### src/rtl/simon_pkg.sv
// Shared types and constants for the Simon game engine.
package simon_pkg;

    typedef enum logic [2:0] {
        S_IDLE,
        S_ADD,
        S_SHOW,
        S_GAP,
        S_WAIT_IN,
        S_WIN,
        S_LOSE
    } state_t;

    localparam int unsigned SIMON_NUM_BUTTONS    = 4;
    localparam int unsigned SIMON_DEPTH          = 16;
    localparam int unsigned SIMON_ON_PULSES      = 2;
    localparam int unsigned SIMON_GAP_PULSES     = 1;
    localparam int unsigned SIMON_TIMEOUT_PULSES = 8;

    // Bits needed to hold values 0..n-1, never less than one.
    function automatic int unsigned width_of(input int unsigned n);
        return (n <= 2) ? 1 : $clog2(n);
    endfunction

    function automatic int unsigned max3(input int unsigned a, input int unsigned b,
                                         input int unsigned c);
        int unsigned m;
        m = (a > b) ? a : b;
        return (m > c) ? m : c;
    endfunction

endpackage

### src/rtl/simon_core_seq_mem.sv
// Sequence storage: DEPTH x WIDTH register array, one synchronous write
// port and one combinational read port. The array is not reset.
module simon_seq_mem
    import simon_pkg::*;
#(
    parameter int unsigned DEPTH = SIMON_DEPTH,
    parameter int unsigned WIDTH = 2,
    parameter int unsigned AW    = 4
) (
    input  logic             clk_i,
    input  logic             we_i,
    input  logic [AW-1:0]    waddr_i,
    input  logic [WIDTH-1:0] wdata_i,
    input  logic [AW-1:0]    raddr_i,
    output logic [WIDTH-1:0] rdata_o
);

    logic [WIDTH-1:0] mem_q [DEPTH];

    // Capture one sequence element per ADD cycle.
    always_ff @(posedge clk_i) begin
        if (we_i) begin
            mem_q[waddr_i] <= wdata_i;
        end
    end

    assign rdata_o = mem_q[raddr_i];

endmodule

### src/rtl/simon_core.sv
// Simon game engine: grows a random lamp sequence one step per round, plays
// it back using external timer pulses, then checks the player's presses.
// Optional build macro SIMON_INPUT_TIMEOUT_EN adds a player-inactivity
// timeout in WAIT_IN.
module simon_core
    import simon_pkg::*;
#(
    parameter int unsigned NUM_BUTTONS    = SIMON_NUM_BUTTONS,
    parameter int unsigned DEPTH          = SIMON_DEPTH,
    parameter int unsigned ON_PULSES      = SIMON_ON_PULSES,
    parameter int unsigned GAP_PULSES     = SIMON_GAP_PULSES,
    parameter int unsigned TIMEOUT_PULSES = SIMON_TIMEOUT_PULSES,
    localparam int unsigned BW = width_of(NUM_BUTTONS),
    localparam int unsigned LW = width_of(DEPTH + 1)
) (
    input  logic          CLK,
    input  logic          RST,
    input  logic          START,
    input  logic [BW-1:0] RAND,
    input  logic [BW-1:0] IN,
    input  logic          IN_VALID,
    input  logic          TIMER_PULSE,
    output logic          TIMER_GO,
    output logic [BW-1:0] OUT,
    output logic          OUT_ENA,
    output logic [LW-1:0] LEVEL,
    output logic [LW-1:0] HS_SCORE,
    output logic          HS,
    output logic          WIN,
    output logic          LOSE,
    output logic          BUSY
);

    localparam int unsigned CW = width_of(max3(ON_PULSES, GAP_PULSES, TIMEOUT_PULSES));
    localparam int unsigned MW = width_of(DEPTH);

    state_t        state_q, state_d;
    logic [LW-1:0] len_q, len_d;
    logic [LW-1:0] idx_q, idx_d;
    logic [CW-1:0] cnt_q, cnt_d;
    logic          go_q, go_d;
    logic          win_q, win_d;
    logic          lose_q, lose_d;
    logic          hs_q, hs_d;
    logic [LW-1:0] hs_score_q, hs_score_d;
    logic [BW-1:0] out_hold_q;

    logic          seq_we;
    logic [BW-1:0] seq_rd;
    logic [BW-1:0] rand_red;
    logic          pulse_v;
    logic          last_step;
    logic          press_ok;
    logic [LW-1:0] score;

    // A pulse landing in the timer-restart cycle belongs to the old count.
    assign pulse_v   = TIMER_PULSE & ~go_q;
    assign last_step = (idx_q == len_q - LW'(1));
    assign press_ok  = ({1'b0, IN} < (BW+1)'(NUM_BUTTONS)) && (IN == seq_rd);
    assign rand_red  = BW'({1'b0, RAND} % (BW+1)'(NUM_BUTTONS));

    simon_seq_mem #(
        .DEPTH (DEPTH),
        .WIDTH (BW),
        .AW    (MW)
    ) u_seq_mem (
        .clk_i   (CLK),
        .we_i    (seq_we),
        .waddr_i (len_q[MW-1:0]),
        .wdata_i (rand_red),
        .raddr_i (idx_q[MW-1:0]),
        .rdata_o (seq_rd)
    );

    // Next-state and datapath decisions for the game FSM.
    always_comb begin
        state_d    = state_q;
        len_d      = len_q;
        idx_d      = idx_q;
        cnt_d      = cnt_q;
        go_d       = 1'b0;
        win_d      = win_q;
        lose_d     = lose_q;
        hs_d       = hs_q;
        hs_score_d = hs_score_q;
        seq_we     = 1'b0;
        score      = len_q;

        case (state_q)
            S_IDLE: begin
                if (START) begin
                    win_d   = 1'b0;
                    lose_d  = 1'b0;
                    hs_d    = 1'b0;
                    len_d   = '0;
                    state_d = S_ADD;
                end
            end
            S_ADD: begin
                seq_we  = 1'b1;
                len_d   = len_q + LW'(1);
                idx_d   = '0;
                state_d = S_SHOW;
            end
            S_SHOW: begin
                if (pulse_v) begin
                    if (cnt_q == CW'(ON_PULSES - 1)) begin
                        state_d = S_GAP;
                    end else begin
                        cnt_d = cnt_q + CW'(1);
                    end
                end
            end
            S_GAP: begin
                if (pulse_v) begin
                    if (cnt_q == CW'(GAP_PULSES - 1)) begin
                        if (last_step) begin
                            idx_d   = '0;
                            state_d = S_WAIT_IN;
                        end else begin
                            idx_d   = idx_q + LW'(1);
                            state_d = S_SHOW;
                        end
                    end else begin
                        cnt_d = cnt_q + CW'(1);
                    end
                end
            end
            S_WAIT_IN: begin
                if (IN_VALID) begin
                    if (!press_ok) begin
                        state_d = S_LOSE;
                    end else if (!last_step) begin
                        idx_d = idx_q + LW'(1);
`ifdef SIMON_INPUT_TIMEOUT_EN
                        go_d  = 1'b1;
                        cnt_d = '0;
`endif
                    end else if (len_q == LW'(DEPTH)) begin
                        state_d = S_WIN;
                    end else begin
                        state_d = S_ADD;
                    end
                end
`ifdef SIMON_INPUT_TIMEOUT_EN
                else if (pulse_v) begin
                    if (cnt_q == CW'(TIMEOUT_PULSES - 1)) begin
                        state_d = S_LOSE;
                    end else begin
                        cnt_d = cnt_q + CW'(1);
                    end
                end
`endif
            end
            S_WIN, S_LOSE: begin
                score  = (state_q == S_WIN) ? len_q : len_q - LW'(1);
                win_d  = (state_q == S_WIN);
                lose_d = (state_q == S_LOSE);
                if (score > hs_score_q) begin
                    hs_score_d = score;
                    hs_d       = 1'b1;
                end
                state_d = S_IDLE;
            end
            default: state_d = S_IDLE;
        endcase

        // Every state entry restarts the pulse count; timed states also
        // kick the external timer in their first cycle.
        if (state_d != state_q) begin
            cnt_d = '0;
            go_d  = (state_d == S_SHOW) || (state_d == S_GAP);
`ifdef SIMON_INPUT_TIMEOUT_EN
            if (state_d == S_WAIT_IN) begin
                go_d = 1'b1;
            end
`endif
        end
    end

    // FSM and game registers with synchronous reset.
    always_ff @(posedge CLK) begin
        if (RST) begin
            state_q    <= S_IDLE;
            len_q      <= '0;
            idx_q      <= '0;
            cnt_q      <= '0;
            go_q       <= 1'b0;
            win_q      <= 1'b0;
            lose_q     <= 1'b0;
            hs_q       <= 1'b0;
            hs_score_q <= '0;
        end else begin
            state_q    <= state_d;
            len_q      <= len_d;
            idx_q      <= idx_d;
            cnt_q      <= cnt_d;
            go_q       <= go_d;
            win_q      <= win_d;
            lose_q     <= lose_d;
            hs_q       <= hs_d;
            hs_score_q <= hs_score_d;
        end
    end

    // Remember the lamp shown last so OUT stays stable while dark.
    always_ff @(posedge CLK) begin
        if (RST) begin
            out_hold_q <= '0;
        end else if (state_q == S_SHOW) begin
            out_hold_q <= seq_rd;
        end
    end

    assign OUT      = (state_q == S_SHOW) ? seq_rd : out_hold_q;
    assign OUT_ENA  = (state_q == S_SHOW);
    assign TIMER_GO = go_q;
    assign LEVEL    = len_q;
    assign HS_SCORE = hs_score_q;
    assign HS       = hs_q;
    assign WIN      = win_q;
    assign LOSE     = lose_q;
    assign BUSY     = (state_q != S_IDLE);

endmodule

### config.mk
export PLATFORM = sky130hd
export DESIGN_NAME = simon_core
export DESIGN_NICKNAME = d
export VERILOG_FILES = /design/src/rtl/simon_pkg.sv /design/src/rtl/simon_core_seq_mem.sv /design/src/rtl/simon_core.sv
export SDC_FILE = /design/constraint.sdc
export NUM_CORES = 1
export LEC_CHECK = 0
export CORE_UTILIZATION = 57
export CTS_CLUSTER_SIZE = 24
export DETAILED_ROUTE_END_ITERATION = 6
export GPL_TIMING_DRIVEN = 0
export PLACE_DENSITY = 0.87
export SYNTH_ARGS = -nofsm -noshare
export SYNTH_HDL_FRONTEND = slang
export SYNTH_HIERARCHICAL = 1
export SYNTH_SLANG_ARGS = --single-unit
### constraint.sdc
create_clock -name CLK -period 3.5 [get_ports CLK]
set_input_delay 0.7 -clock CLK [delete_from_list [all_inputs] [get_ports CLK]]
set_output_delay 0.7 -clock CLK [all_outputs]
set_load 0.005 [all_outputs]
# Word-level counts from Yosys, hierarchy flattened
# Memory sizes are Yosys's and may differ from the RTL's. A register that Yosys moved wholly into a read port is not among the register bits.
# Cells that the tools add are included.
# Widths: inputs -> output; s select.
classes:
  add_sub_neg: 4
  order_cmp: 1
  n_eq_ne: 23
  muxes: 37
  bitwise: 3
  reduce_logical: 17
ops:
  columns: ["operator", "count"]
  rows:
  - ["$mux 3", 14]
  - ["$mux 5", 8]
  - ["$ne 2x2->1 const B", 9]
  - ["$pmux 3 s5", 1]
  - ["$pmux 5 s3", 1]
  - ["$eq 3x2->1 const B", 4]
  - ["$add 5x1->5 const B", 2]
  - ["$pmux 5 s2", 1]
  - ["$eq 3x3->1 const B", 3]
  - ["$mux 4", 2]
  - ["$eq 3x1->1 const B", 2]
  - ["$logic_not 3->1", 2]
  - ["$pmux 1 s2", 3]
  - ["$pmux 3 s2", 1]
  - ["$reduce_and 2->1", 3]
  - ["$reduce_and 6->1", 1]
  - ["$reduce_bool 2->1", 3]
  - ["$reduce_bool 3->1", 2]
  - ["$reduce_or 2->1", 3]
  - ["$eq 5x5->1", 1]
  - ["$eq 5x5->1 const B", 1]
  - ["$gt 5x5->1", 1]
  - ["$mux 1", 5]
  - ["$reduce_and 5->1", 1]
  - ["other kinds (10)", 11]
totals:
  ff_bits: 27
  ramBits: 32
  output_inout_bits: 18
  n_memories: 1
mem_list:
  columns: ["memory", "depth", "width", "rd", "rd_clocked_by_memory_dff", "write_ports", "line_no", "text"]
  rows:
  - ["u_seq_mem.mem_q", 16, 2, 1, 1, 1, "simon_core_seq_mem.sv:18", "logic [WIDTH-1:0] mem_q [DEPTH];"]

# Logic depth before layout (Yosys ltp)
logic_depth:
  depth_word: 9
  ltp_mapped: 12
  ltp_nobuf: 11

# Modules after synthesis
# Netlist, hierarchy kept.
modules_own_cells:
  columns: ["module", "instances", "cells_per_inst", "area_per_inst_um2", "seq_area_each_um2"]
  rows:
  - ["simon_core", 1, 205, 1715.4, 540.5]
  - ["simon_seq_mem", 1, 76, 1340.0, 960.9]

# Worst setup path after synthesis
# OpenSTA, ideal clock, no wires.
synth_path:
  path_type: "reg-to-reg"
  start: "reg len_q[0], in the netlist LEVEL[0]"
  end: "reg hs_score_q[1], in the netlist HS_SCORE[1]"
  arrival_ps: 2607
  slack_ps: 765
  path_stages_with_launch: 12
  period_less_slack_ps: 2735
  path_cell_list: "dfxtp_1 -> buf_6 -> inv_1 -> ha_1 -> a21oi_1 -> ha_1 -> nor2b_1 -> o21a_1 -> o21a_1 -> o31ai_2 -> mux2i_1 -> nor2_1"
synth_via:
  elab_chain_len: 4
synth_rtl:
  columns: ["element", "line_no", "text"]
  rows:
  - ["start, declared", "simon_core.sv:38", "logic [LW-1:0] len_q, len_d;"]
  - ["start signal, assigned", "simon_core.sv:195", "len_q <= len_d;"]
  - ["$sub 5x1->5", "simon_core.sv:156", "score = (state_q == S_WIN) ? len_q : len_q - LW'(1);"]
  - ["$mux 5 (*)", "simon_core.sv:156", null]
  - ["$gt 5x5->1", "simon_core.sv:159", "if (score > hs_score_q) begin"]
  - ["$reduce_and 2->1 (no line)", null, null]
  - ["end signal, assigned", "simon_core.sv:202", "hs_score_q <= hs_score_d;"]
  - ["end, declared", "simon_core.sv:45", "logic [LW-1:0] hs_score_q, hs_score_d;"]
# Every way passes the cells marked *; elsewhere a longest branch is shown, timed or not.
# A chain may end at the register's enable or synchronous reset.

==> metrics <==
first-pass GRT wire length=between 9000 and 10,000 um; clk slew on worst S/H paths=approximately 70 ps; layout cells sized above 1=11.8%; WL/cell=~15 um; # H-tree levels=3; Post-Route Utilization=69.7%; vias in the first global route=2,188; Pwr Density=between 400 and 500 mW/mm^2; DRC violations left=0; height of the die=75.2 um; Adder-Cell Fraction of Synth Area=roughly 5%; number of top-level pins=27; Worst Clk Skew=around 9 ps; non-filler instance count after layout=~390; placed insts=377; EDFF count, synth=32; Pins Over Slew Limit=0; Yosys warning total=6; Slew HR=approximately two fifths; Mapped Area=0.00306 mm^2; startpoint class of the critical path=register; sequential cell fraction of total power=between 50% and 60%; outcome=complete, no violations; Distinct cells, synth=51; VDD IR max=381 uV; final setup vio count=0; Synth Area in Compound Gates=~13%; clock tree sinks=59; Ant. Diodes=0; Die W=75.2 um; Multi-input gate area=0.00142 mm^2; CTS root buf=clkbuf_8; drt pass-1 iters=5; min Tclk post-route=~3300 ps; Die ar.=0.00566 mm^2; total negative slack=0 ps; switching share of power=between 20 and 30%; largest family of logic cells by synthesized area=simple AND/OR/NAND/NOR gates; buffer levels on the longest clock path=2; Routed WL=between 6000 and 7000 um; crit path max fanout=8; # fillers=between 300 and 400; Tcrit/Tclk final=between 90% and 100%; main flop type after synthesis=edfxtp_1; Avg Cell Area, Syn=~11 um^2; FMAX=between 300 and 400 MHz; Tot GR Track Use=around a quarter; via/cell ratio=5.75; Hold Buf Count CTS=0; Static Leak=between 1 and 1.5 nW; Syn Inst Count=281; GRT overflow=0; asr flop ratio synth=0%; post-DP HPWL=around 4400 um; clock buffer count from CTS=9; Final Hold Viols=0; largest net degree at the start of global routing=17; multiplexer share of the synthesized area=about 8.1%; worst slew pin tran=~870 ps; worst min path class=reg -> reg; port bufs=26; logic gate share of total power=around an eighth; Clk pwr share=a little under two fifths; DRT iter0 DRCs=about 150; max-cap viol count=0; cell internal pwr=around 0.0011 W; Routed Antenna Nets=0; routed vias=approximately 2,300; Starting Density=59.4%; CTS tree=yes; sequential-to-total area share from yosys stat=between 40% and 50%; Req. time, crit path=between 2000 and 3000 ps; Synth Register Bits=59; initial antenna violation count=0; FP Rows=26; register area=0.00150 mm^2; Critical Path End Type=output port; Mapped Nets=~300; simple logic cell fraction of the synthesized area=between 10% and 20%; classification of the worst setup path=reg -> out; Final Wtd Congestion=0.875; Core Area=0.00514 mm^2; clk_lat worst skew=350 ps; area growth from synthesis to layout=17.2%; NumNets Final=339; RSZ-0062 raised after global routing=no; XOR/XNOR Fraction of Synth Area=4.59%; Worst Path Arrival=2610 ps; Net Sw Power=roughly 0.0004 W
-- kinds of logic (layout without fill, tap and decap cells) --
family                   Yosys count  count (layout)
adder cells (fa/ha/maj)           12              12
AO/OA/AOI/OAI                     51              51
buffers and inverters             29              71
multiplexers                      13              13
AND/OR/NAND/NOR                  101             101
flip-flops                        59              59
XOR/XNOR                          16              16
-- final cells by class --
type / instances / share of cell area (%)
inverters: 18 / 1.89
repair buffers: 26 / 7.27
flip-flops and latches: 59 / 41.9
well taps: 70 / 2.44
multi-input cells: 193 / 39.5
clock buffers: 9 / 3.46
plain buffers: 11 / 1.99
clock inverters: 7 / 1.47
-- power by group through the flow --
stage                     clock network, W  logic (W)  registers [W]
after floorplan                          0   0.000118       0.000759
after global placement                   0   0.000167       0.000761
after detailed placement                 0   0.000172       0.000761
after CTS                         0.000563   0.000173       0.000746
after global routing              0.000594   0.000190       0.000748
final                             0.000552   0.000173       0.000746
-- layer usage --
metal  track usage, %  wire [um]  vias to the layer above
met2             41.3       3150                       65
li1                 -          -                     1103
met4             9.88        116                        0
met3             8.57        259                       14
met1             26.3       2500                     1077
met5                0          0                        -
-- registers in the layout (all words and copies together), names as in the netlist --
name	count
cnt_q	3
LEVEL	5
out_hold_q	2
TIMER_GO	1
idx_q	5
WIN	1
state_q	3
u_seq_mem/mem_q	32
LOSE	1
HS_SCORE	5
HS	1
-- Yosys cell counts (4+ instances only) --
| cell | instances | area share [%] |
|---|---|---|
| edfxtp_1 | 32 | 31 |
| mux4_1 | 4 | 3.4 |
| nor2_1 | 37 | 4.5 |
| nor3_1 | 9 | 1.5 |
| clkbuf_1 | 4 | 0.49 |
| nor4_1 | 4 | 0.82 |
| nand2_1 | 15 | 1.8 |
| nor2b_1 | 8 | 1.6 |
| dfxtp_1 | 27 | 18 |
| nand3_1 | 12 | 2.0 |
| o21ai_0 | 7 | 1.1 |
| a211oi_1 | 6 | 1.5 |
| xnor2_1 | 12 | 3.4 |
| ha_1 | 12 | 4.9 |
| inv_1 | 18 | 2.2 |
| xor2_1 | 4 | 1.1 |
| mux4_2 | 4 | 2.9 |
| a21oi_1 | 16 | 2.6 |
-- per-stage QoR --
stage                     power (W)  hold WS [ps]  setup slack (ps)  area (um^2)
after floorplan            0.000878           463               765         3060
after global placement     0.000928           458               451         3400
after detailed placement   0.000934           467               445         3400
after CTS                   0.00148           477               114         3580
after global routing        0.00153           490              92.3         3580
final                       0.00147           475               191         3580
-- layout by cell type, fill, tap and decap left out, types with 4 or more instances in the layout --
| cell | count |
|---|---|
| nor2_1 | 37 |
| edfxtp_1 | 32 |
| dfxtp_1 | 26 |
| clkdlybuf4s50_1 | 26 |
| inv_1 | 18 |
| a21oi_1 | 16 |
| nand2_1 | 15 |
| xnor2_1 | 12 |
| nand3_1 | 12 |
| ha_1 | 12 |
| nor3_1 | 9 |
| clkbuf_8 | 9 |
| nor2b_1 | 8 |
| o21ai_0 | 7 |
| a211oi_1 | 6 |
| xor2_1 | 4 |
| nor4_1 | 4 |
| mux4_1 | 4 |
| mux4_2 | 4 |
-- worst paths after layout --
path	from	end	slack, ps	depth (start not counted)
worst min-delay path	HS$_SDFFE_PP0P_	HS$_SDFFE_PP0P_	470	2
worst min register to register	HS$_SDFFE_PP0P_	HS$_SDFFE_PP0P_	470	2
worst max register to register	LEVEL[1]$_SDFFE_PP0P_	HS_SCORE[1]$_SDFFE_PP0P_	450	10
worst max-delay path	idx_q[0]$_SDFFE_PP0P_	OUT[1]	190	6
-- worst max-delay path: stages (launching register included) --
cell and delay, ps:
dfxtp_2 400, buf_6 170, mux4_2 510, a22oi_1 260, nand3_1 170, mux2_2 300, clkdlybuf4s50_1 440
-- timing repair --
action / in CTS / in global routing
setup buffers: 0 / 0
endpoints found under the hold margin: 0 / 0
resized for setup: 0 / 3
endpoints found under the setup margin: 0 / 1
Note: power is estimated with default switching activity, not from simulation.
